## config.mk

```make
export PLATFORM = sky130hd
export DESIGN_NAME = fetch_unit
export DESIGN_NICKNAME = d
export VERILOG_FILES = /design/src/rtl/cpu_types_pkg.sv /design/src/rtl/fetch_queue.sv /design/src/rtl/fetch_unit.sv
export SDC_FILE = /design/constraint.sdc
export NUM_CORES = 1
export LEC_CHECK = 0
export BUFFER_PORTS_ARGS = -buffer_cell sky130_fd_sc_hd__buf_2
export CORE_MARGIN = 5
export CORE_UTILIZATION = 48
export DETAILED_ROUTE_END_ITERATION = 7
export PLACE_DENSITY = 0.65
export SYNTH_ARGS = -nofsm -noshare
export SYNTH_HDL_FRONTEND = slang
export SYNTH_SLANG_ARGS = --single-unit
```

## constraint.sdc

```tcl
create_clock -name CLK -period 3.9 [get_ports CLK]
set_input_delay 0.195 -clock CLK [delete_from_list [all_inputs] [get_ports CLK]]
set_output_delay 0.195 -clock CLK [all_outputs]
set_load 0.01 [all_outputs]
```

## src/rtl/cpu_types_pkg.sv

```systemverilog
// cpu_types_pkg
//   Shared CPU types: machine word, opcode field encoding, the entry
//   stored by the fetch queue, and small decode helpers used by fetch.
package cpu_types_pkg;

  typedef logic [31:0] word_t;

  localparam int OPCODE_W = 6;

  // Primary opcode field, instruction bits [31:26].
  typedef enum logic [OPCODE_W-1:0] {
    RTYPE  = 6'b000000,
    REGIMM = 6'b000001,
    J      = 6'b000010,
    JAL    = 6'b000011,
    BEQ    = 6'b000100,
    BNE    = 6'b000101,
    ADDIU  = 6'b001001,
    SLTI   = 6'b001010,
    SLTIU  = 6'b001011,
    ANDI   = 6'b001100,
    ORI    = 6'b001101,
    XORI   = 6'b001110,
    LUI    = 6'b001111,
    LW     = 6'b100011,
    SW     = 6'b101011,
    HALT   = 6'b111111
  } opcode_t;

  // Byte distance between consecutive instructions.
  localparam word_t WORD_BYTES = 32'd4;

  // One fetched instruction together with the address it came from.
  typedef struct packed {
    word_t pc;
    word_t instr;
  } fetch_entry_t;

  // True when the word carries the HALT opcode.
  function automatic logic is_halt(input word_t w);
    return (w[31:26] == HALT);
  endfunction

endpackage

```

## src/rtl/fetch_queue.sv

```systemverilog
// fetch_queue
//   DEPTH-entry circular buffer of fetch entries. Pointers are
//   $clog2(DEPTH) bits and wrap naturally (DEPTH is a power of two);
//   the occupancy counter is one bit wider so "full" is representable.
//   Storage is not reset; only pointers and count are.
// Ports:
//   CLK, nRST     clock, asynchronous active-low reset
//   i_push        write i_push_data at the tail (ignored when full)
//   i_push_data   entry to write
//   i_pop         drop the head entry (ignored when empty)
//   i_flush       discard all entries; beats push and pop
//   o_head        entry at the head (undefined content when empty)
//   o_count       number of valid entries, 0..DEPTH
//   o_full        o_count == DEPTH
//   o_empty       o_count == 0
module fetch_queue
  import cpu_types_pkg::*;
#(
  parameter int DEPTH = 4
) (
  input  logic                   CLK,
  input  logic                   nRST,
  input  logic                   i_push,
  input  fetch_entry_t           i_push_data,
  input  logic                   i_pop,
  input  logic                   i_flush,
  output fetch_entry_t           o_head,
  output logic [$clog2(DEPTH):0] o_count,
  output logic                   o_full,
  output logic                   o_empty
);

  localparam int PTR_W = $clog2(DEPTH);
  localparam int CNT_W = PTR_W + 1;
  localparam logic [CNT_W-1:0] DEPTH_CNT = CNT_W'(DEPTH);

  fetch_entry_t     r_mem [DEPTH];
  logic [PTR_W-1:0] r_wr_ptr;
  logic [PTR_W-1:0] r_rd_ptr;
  logic [CNT_W-1:0] r_count;

  logic w_do_push;
  logic w_do_pop;

  // Effective push/pop after flush priority and full/empty guards.
  always_comb begin
    w_do_push = i_push && !o_full && !i_flush;
    w_do_pop  = i_pop && !o_empty && !i_flush;
  end

  // Pointer and occupancy bookkeeping.
  always_ff @(posedge CLK or negedge nRST) begin
    if (!nRST) begin
      r_wr_ptr <= {PTR_W{1'b0}};
      r_rd_ptr <= {PTR_W{1'b0}};
      r_count  <= {CNT_W{1'b0}};
    end else if (i_flush) begin
      r_wr_ptr <= {PTR_W{1'b0}};
      r_rd_ptr <= {PTR_W{1'b0}};
      r_count  <= {CNT_W{1'b0}};
    end else begin
      if (w_do_push) begin
        r_wr_ptr <= r_wr_ptr + PTR_W'(1);
      end
      if (w_do_pop) begin
        r_rd_ptr <= r_rd_ptr + PTR_W'(1);
      end
      case ({w_do_push, w_do_pop})
        2'b10:   r_count <= r_count + CNT_W'(1);
        2'b01:   r_count <= r_count - CNT_W'(1);
        default: r_count <= r_count;
      endcase
    end
  end

  // Entry storage; deliberately without reset.
  always_ff @(posedge CLK) begin
    if (w_do_push) begin
      r_mem[r_wr_ptr] <= i_push_data;
    end
  end

  // Head entry and status flags.
  always_comb begin
    o_head  = r_mem[r_rd_ptr];
    o_count = r_count;
    o_full  = (r_count == DEPTH_CNT);
    o_empty = (r_count == {CNT_W{1'b0}});
  end

endmodule

```

## src/rtl/fetch_unit.sv

```systemverilog
// fetch_unit
//   Prefetching instruction fetch. Owns the fetch PC, keeps one
//   instruction request outstanding on the cache's instruction side
//   while there is queue room, and hands queued words (with their PCs)
//   to decode through a valid/ready handshake. A redirect flushes the
//   queue and restarts fetch; a queued HALT word stops fetching until
//   the next redirect.
// Ports:
//   CLK, nRST     clock, asynchronous active-low reset
//   ihit          imemload is valid for imemaddr this cycle
//   imemload      returned instruction word
//   imemREN       instruction read request
//   imemaddr      request address (the fetch PC)
//   redirect      flush and restart at redirect_pc
//   redirect_pc   restart address; bits [1:0] are forced to zero
//   out_ready     decode accepts the head entry
//   out_valid     queue holds at least one entry
//   out_instr     head instruction word (0 when empty)
//   out_pc        PC of the head instruction (0 when empty)
//   out_npc       out_pc + 4
module fetch_unit
  import cpu_types_pkg::*;
#(
  parameter word_t PC_INIT = 32'h0000_0000,
  parameter int    DEPTH   = 4
) (
  input  logic  CLK,
  input  logic  nRST,
  input  logic  ihit,
  input  word_t imemload,
  output logic  imemREN,
  output word_t imemaddr,
  input  logic  redirect,
  input  word_t redirect_pc,
  input  logic  out_ready,
  output logic  out_valid,
  output word_t out_instr,
  output word_t out_pc,
  output word_t out_npc
);

  localparam int CNT_W = $clog2(DEPTH) + 1;

  word_t r_fetch_pc;
  logic  r_stopped;

  fetch_entry_t     w_head;
  fetch_entry_t     w_push_data;
  logic [CNT_W-1:0] w_q_count;
  logic             w_q_full;
  logic             w_q_empty;
  logic             w_push;
  logic             w_pop;

  // Request, push and pop qualification. A word is only taken when a
  // request was actually presented, so a hit during redirect is dropped.
  always_comb begin
    imemREN          = !r_stopped && !redirect && !w_q_full;
    imemaddr         = r_fetch_pc;
    w_push           = imemREN && ihit;
    w_pop            = !w_q_empty && out_ready;
    w_push_data.pc    = r_fetch_pc;
    w_push_data.instr = imemload;
  end

  // Fetch PC and HALT-stop flag; redirect overrides any push.
  always_ff @(posedge CLK or negedge nRST) begin
    if (!nRST) begin
      r_fetch_pc <= PC_INIT;
      r_stopped  <= 1'b0;
    end else if (redirect) begin
      r_fetch_pc <= {redirect_pc[31:2], 2'b00};
      r_stopped  <= 1'b0;
    end else if (w_push) begin
      r_fetch_pc <= r_fetch_pc + WORD_BYTES;
      r_stopped  <= r_stopped | is_halt(imemload);
    end else begin
      r_fetch_pc <= r_fetch_pc;
      r_stopped  <= r_stopped;
    end
  end

  fetch_queue #(
    .DEPTH (DEPTH)
  ) u_queue (
    .CLK         (CLK),
    .nRST        (nRST),
    .i_push      (w_push),
    .i_push_data (w_push_data),
    .i_pop       (w_pop),
    .i_flush     (redirect),
    .o_head      (w_head),
    .o_count     (w_q_count),
    .o_full      (w_q_full),
    .o_empty     (w_q_empty)
  );

  // Decode-side view; storage is unreset, so data is gated to zero
  // while the queue is empty.
  always_comb begin
    out_valid = (w_q_count != {CNT_W{1'b0}});
    if (out_valid) begin
      out_instr = w_head.instr;
      out_pc    = w_head.pc;
    end else begin
      out_instr = 32'h0000_0000;
      out_pc    = 32'h0000_0000;
    end
    out_npc = out_pc + WORD_BYTES;
  end

endmodule

```

# Word-level counts from Yosys, hierarchy flattened
# Memories as Yosys holds them, arrays and structs flattened.
# Cells that the tools add are included.
# Widths: inputs -> output; s select.
# word_totals
regBits	40
mem_bits_rw	256
in_bits	69
output_inout_bits	130
elab_cells	49
n_memories	1
# classes
add_sub_neg	6
eq_ne	4
muxes	14
bitwise_logic	1
reduce_logical	18
# mem_list
name	depth	width	rd	rd_clocked_by_memory_dff	write_ports	line	rtl
u_queue.r_mem	4	64	1	0	1	fetch_queue.sv:37	fetch_entry_t r_mem [DEPTH];
# op_table
operator	count
$mux 32	4
$add 32x3->32 const B	2
$logic_and 1x1->1	8
$mux 2	4
$eq 6x6->1 const B	1
$pmux 3 s2	1
$reduce_bool 2->1	3
$reduce_bool 3->1	2
$add 2x1->2 const B	2
$logic_not 1->1	4
$mux 1	4
$add 3x1->3 const B	1
$eq 3x3->1 const B	1
$logic_not 3->1	1
$mux 3	1
$sub 3x1->3 const B	1
$eq 2x1->1 const B	1
$eq 2x2->1 const B	1
$or 1x1->1	1

# Depth between registers and ports, before layout
# logic_depth
ltp_word	9
ltp_mapped	12
depth_no_buf	10

# Hierarchy
# From an unflattened synthesis, not the netlist that was laid out.
# unflattened
hier_cells	772
area_unflattened_um2	12668.4
# by_module_without_submodules
mod	n_inst	cells_per_inst	area_per_inst_um2	seq_area_each_um2
fetch_queue	1	401	9809.4	7862.5
fetch_unit	1	371	2859.0	775.7

# Worst setup path after synthesis
# No wires, ideal clock.
# synth_timing
path_kind	flip-flop to flip-flop
from	register u_queue.r_count[2] (netlist: u_queue.o_count[2])
to	memory u_queue.r_mem[0][0] (netlist name) (enable)
setup_time_ns	0.426
t_arrival_ns	2.670
required_time_ns	3.474
slack_ns	0.804
path_stages_with_launch	6
path_buffers	2
synth_period_minus_slack_ns	3.096
cell_sequence	dfrtp_1 > or3b_2 > and3_1 > clkbuf_1 > clkbuf_1 > and2_1
# synth_between
elab_chain_cells	8
# synth_lines
item	line	rtl
start: declaration	fetch_queue.sv:40	logic [CNT_W-1:0] r_count;
start signal: assignment	fetch_queue.sv:56	r_count <= {CNT_W{1'b0}};
start signal: assignment	fetch_queue.sv:60	r_count <= {CNT_W{1'b0}};
start signal: assignment	fetch_queue.sv:69	2'b10: r_count <= r_count + CNT_W'(1);
$eq 3x3->1 *	fetch_queue.sv:87	o_full = (r_count == DEPTH_CNT);
$logic_not 1->1 *	fetch_queue.sv:47, fetch_unit.sv:58	
$logic_and 1x1->1	fetch_unit.sv:58	imemREN = !r_stopped && !redirect && !w_q_full;
$logic_and 1x1->1	fetch_unit.sv:60	w_push = imemREN && ihit;
$logic_and 1x1->1 * (2 in a row)	fetch_queue.sv:47	w_do_push = i_push && !o_full && !i_flush;
$mux 1 *	fetch_queue.sv:78	if (w_do_push) begin
$mux 1 (not written as such) *	fetch_queue.sv:79	r_mem[r_wr_ptr] <= i_push_data;
end: declaration	fetch_queue.sv:37	
# Every way passes the cells marked *; elsewhere a longest branch is shown, timed or not.

# Worst setup path after layout
# layout_timing
from	register u_queue.r_rd_ptr[0]
to	output out_npc[30]
# layout_between
elab_chain_cells	3
# layout_lines
item	line	rtl
start: declaration	fetch_queue.sv:39	logic [PTR_W-1:0] r_rd_ptr;
start signal: assignment	fetch_queue.sv:55	r_rd_ptr <= {PTR_W{1'b0}};
start signal: assignment	fetch_queue.sv:59	r_rd_ptr <= {PTR_W{1'b0}};
start signal: assignment	fetch_queue.sv:66	r_rd_ptr <= r_rd_ptr + PTR_W'(1);
$mem_v2 4x64	-	
$mux 32	fetch_unit.sv:102	if (out_valid) begin
$add 32x3->32	fetch_unit.sv:109	out_npc = out_pc + WORD_BYTES;
end: declaration	fetch_unit.sv:39	output word_t out_npc
# No other way between the ends.

==> flow_summary_export.csv <==
group,metric,value,unit
setup_path,worstPathMaxFanout,13,
yosys,ys_seq_elements,286,
cells_and_area,most-common-layout-cells,"edfxtp_1 (248), buf_2 (190), nand2_1 (69), dlygate4sd3_1 (63), and2_1 (58)",
yosys,ys_types,55,
cts,root_buffer,"clkbuf_16",
setup_path,worstPathArrival,3.47,ns
floorplan,start_util,0.488,
setup_path,crit_path_cell_trace,"mux4_1, and2_1, ha_1, nand3_1, nor4_4, nand2_1, nor4_2, xor2_1, buf_2",
yosys,synth_cells,759,
flow_run,drv_cap,0,
sta,finalWorstSetupSlack,0.236,ns
yosys,syn_area_per_cell,16.3,µm²
setup_path,end_kind,"output port",
floorplan,fp.dieArea,29000,µm²
cts,cts.sinks,286,
cts,cts.clk_slew.worst_paths,0.06,ns
power_and_ir_drop,internal_power,6.36,mW
run_status,outcome,"complete, no violations",
power_and_ir_drop,p_sw_frac,0.304,
power_and_ir_drop,total_power,9.13,mW
sta,maxSlewViolCount,0,
sta,report.final.setup_viol,0,
setup_path,critPathMaxStageDelay,0.58,ns
sta,worstMarginPinSlew,1.03,ns
floorplan,ios,199,
yosys,synth_ff_type,"edfxtp_1",
power_and_ir_drop,p_sw,2.78,mW
power_and_ir_drop,leakagePower,5.64,nW
setup_path,r2r_slack,1.25,ns
sta,clock_skew,0.0133,ns
power_and_ir_drop,clockPowerShare,0.288,
yosys,synth_warnings,0,
setup_path,cp_num_cells,9,
setup_path,worstSetupStartpoint,"u_queue.r_rd_ptr[0]",
setup_path,rr_startpoint,"u_queue.o_count[2]",
drt,wl,27500,µm
global_routing,antenna_found_initial,0,
yosys,syn-cell-area,12300,µm²
cts,clk_path_buf_depth,3,
yosys,ys_top_cells_by_area,"edfxtp_1 (60%), mux4_2 (10%), dfrtp_1 (7.7%), and2_1 (3.1%), nand2_1 (2.1%)",
global_routing,grt_pass1_wl,43000,µm
setup_path,reg2regPathDepth,4,
setup_path,setup.worst_path.start_class,"flop",
place,port_buffers,190,
drt,ant_nets,0,
cts,clock_latency,0.53,ns
drt,vias_per_cell,5.53,
setup_path,worstSetupPathType,"flop to output port",
cts,h-tree-depth,1,
yosys,ys_seq_area_frac,0.681,
cts,postCtsSetupRepairBufs,0,
sta,grt_setup_unrepaired,"no",
yosys,synth_edf_count,248,
drt,first_pass_iters,5,
drt,drt_iter0_drc,580,
power_and_ir_drop,share_seq_of_total_power,0.421,
global_routing,grt-ovfl-total,0,
setup_path,critical_path.top_delay_family,"simple AND/OR/NAND/NOR gates",
global_routing,grt_pass1_vias,7659,
cts,cts_buffers,29,
place,pre_cts_slack,0.736,ns
place,gp_congestion,0.848,
sta,setup_tns,0,ns
setup_path,critPathBufInv,1,
yosys,synth_top_area_share,0.604,
sta,finalCritPeriodShare,0.940,
floorplan,core-area,25300,µm²
cells_and_area,mostFrequentLayoutCell,"edfxtp_1",
global_routing,grtUsageTotal,0.188,
drt,wl_per_cell,20.1,µm
power_and_ir_drop,ir_drop,353,µV
yosys,synth_largest_area_cell,"edfxtp_1",
sta,max_freq,273,MHz
cells_and_area,syn2layout_area_growth,22.8,%
drt,via_count,7576,
sta,hold_viol_final,0,
drt,drc,0,
cells_and_area,nets,1097,
setup_path,regToRegEndpoint,"u_queue.r_mem[3][1]",
floorplan,die_h,170,µm
hold_path,hold_class,"input port to flop",
cells_and_area,final_layout_size_suffix_gt1_frac,0.308,
power_and_ir_drop,comb_power_share,0.291,
sta,fin_crit,3.66,ns
cells_and_area,antenna_cells,0,
yosys,postSynth.asyncResetShare,0.133,
cts,cts_tree,"built",
floorplan,row_count,58,
setup_path,critPathCapture,"out_npc[30]",
floorplan,die_w,170,µm
sta,slew-limit-headroom,0.308,
setup_path,cp_slowest_cell,"dfrtp_4",
setup_path,required,3.70,ns
global_routing,grt_max_degree,43,
place,hpwl,17800,µm
cts,cts_resized,0,
cts,hold_buffers,63,
power_and_ir_drop,cellPowerDensity,603,nW/µm²
## flip-flops by register name, summed over array words and instances, names as in the netlist
register,count
u_queue.o_count,3
imemaddr,30
r_stopped,1
u_queue.r_mem,248
u_queue.r_rd_ptr,2
u_queue.r_wr_ptr,2
## Yosys cell counts, types with 3 or more instances
cell type and number:
clkbuf_1 22, nand4_1 12, edfxtp_1 248, o21ai_0 14, xnor2_1 17, and3_1 8
nand2_1 69, nand3_1 32, o211ai_1 11, buf_4 7, dfrtp_1 38, ha_1 6
nor2_1 30, o311ai_0 11, mux2i_1 3, inv_1 14, nor3b_1 4, mux4_2 57
mux4_1 6, a221o_1 8, buf_2 10, xor2_1 15, and2_1 62, a31oi_1 3
or4_1 4, nor3_1 9
## layout make-up
| class | instances | area [µm²] |
|---|---|---|
| Clock buffer | 41 | 791 |
| Tap cell | 330 | 413 |
| Timing Repair Buffer | 270 | 1720 |
| Clock inverter | 8 | 113 |
| Inverter | 14 | 52.6 |
| Multi-Input combinational cell | 420 | 3660 |
| Fill cell | 1956 | 10100 |
| Sequential cell | 286 | 8400 |
## worst register-to-register path, delay by kind of cell, from the launching register on
family                 cells  cell delay, ns
AND/OR/NAND/NOR            3            1.46
buffers and inverters      1            0.45
flip-flops                 1            0.40
## worst min path at each step
stage | startpoint | endpoint | slack [ns] | depth (start not counted)
detailed placement | nRST | imemaddr[3] | 0.37 | 1
floorplan | nRST | imemaddr[10] | -0.10 | 0
global route | out_ready | u_queue.r_rd_ptr[1] | 0.08 | 4
CTS | out_ready | u_queue.r_rd_ptr[1] | 0.07 | 4
global placement | nRST | imemaddr[3] | 0.37 | 1
finish | out_ready | u_queue.r_rd_ptr[1] | 0.08 | 4
## per-layer routing
metal,global-route usage,share of wire,vias up
li1,-,-,3465
met1,0.265,0.42,3819
met5,0,0,-
met3,0.0262,0.060,40
met2,0.317,0.50,252
met4,0.0406,0.020,0
## cell families after synthesis
logic type | share of synthesized area
adders and majority gates | 0.00771
and+or+nand+nor | 0.109
buffers and inverters | 0.0246
DFF | 0.681
muxes | 0.119
xor gates and xnor gates | 0.0227
other | 0.000304
AOI/OAI and AO/OA | 0.0360
## power groups by stage
| stage | clock network [mW] | logic, mW | registers [mW] |
|---|---|---|---|
| final | 2.63 | 2.66 | 3.84 |
| after global routing | 2.83 | 2.93 | 3.87 |
| after CTS | 2.70 | 2.73 | 3.84 |
| after detailed placement | 0 | 2.67 | 3.90 |
| after global placement | 0 | 2.65 | 3.89 |
| after floorplan | 0 | 1.66 | 3.85 |
## per-stage QoR
step	instances	utilization	area, µm²	hold WS (ns)
5_1_grt	1369	0.600	15200	0.0835
3_5_place_dp	1257	0.539	13600	0.365
6_report	1369	0.600	15200	0.0784
3_3_place_gp	1257	0.539	13600	0.372
2_1_floorplan	764	-	12400	-0.101
4_1_cts	1369	0.600	15200	0.0654
(Power assumes the default switching activity.)
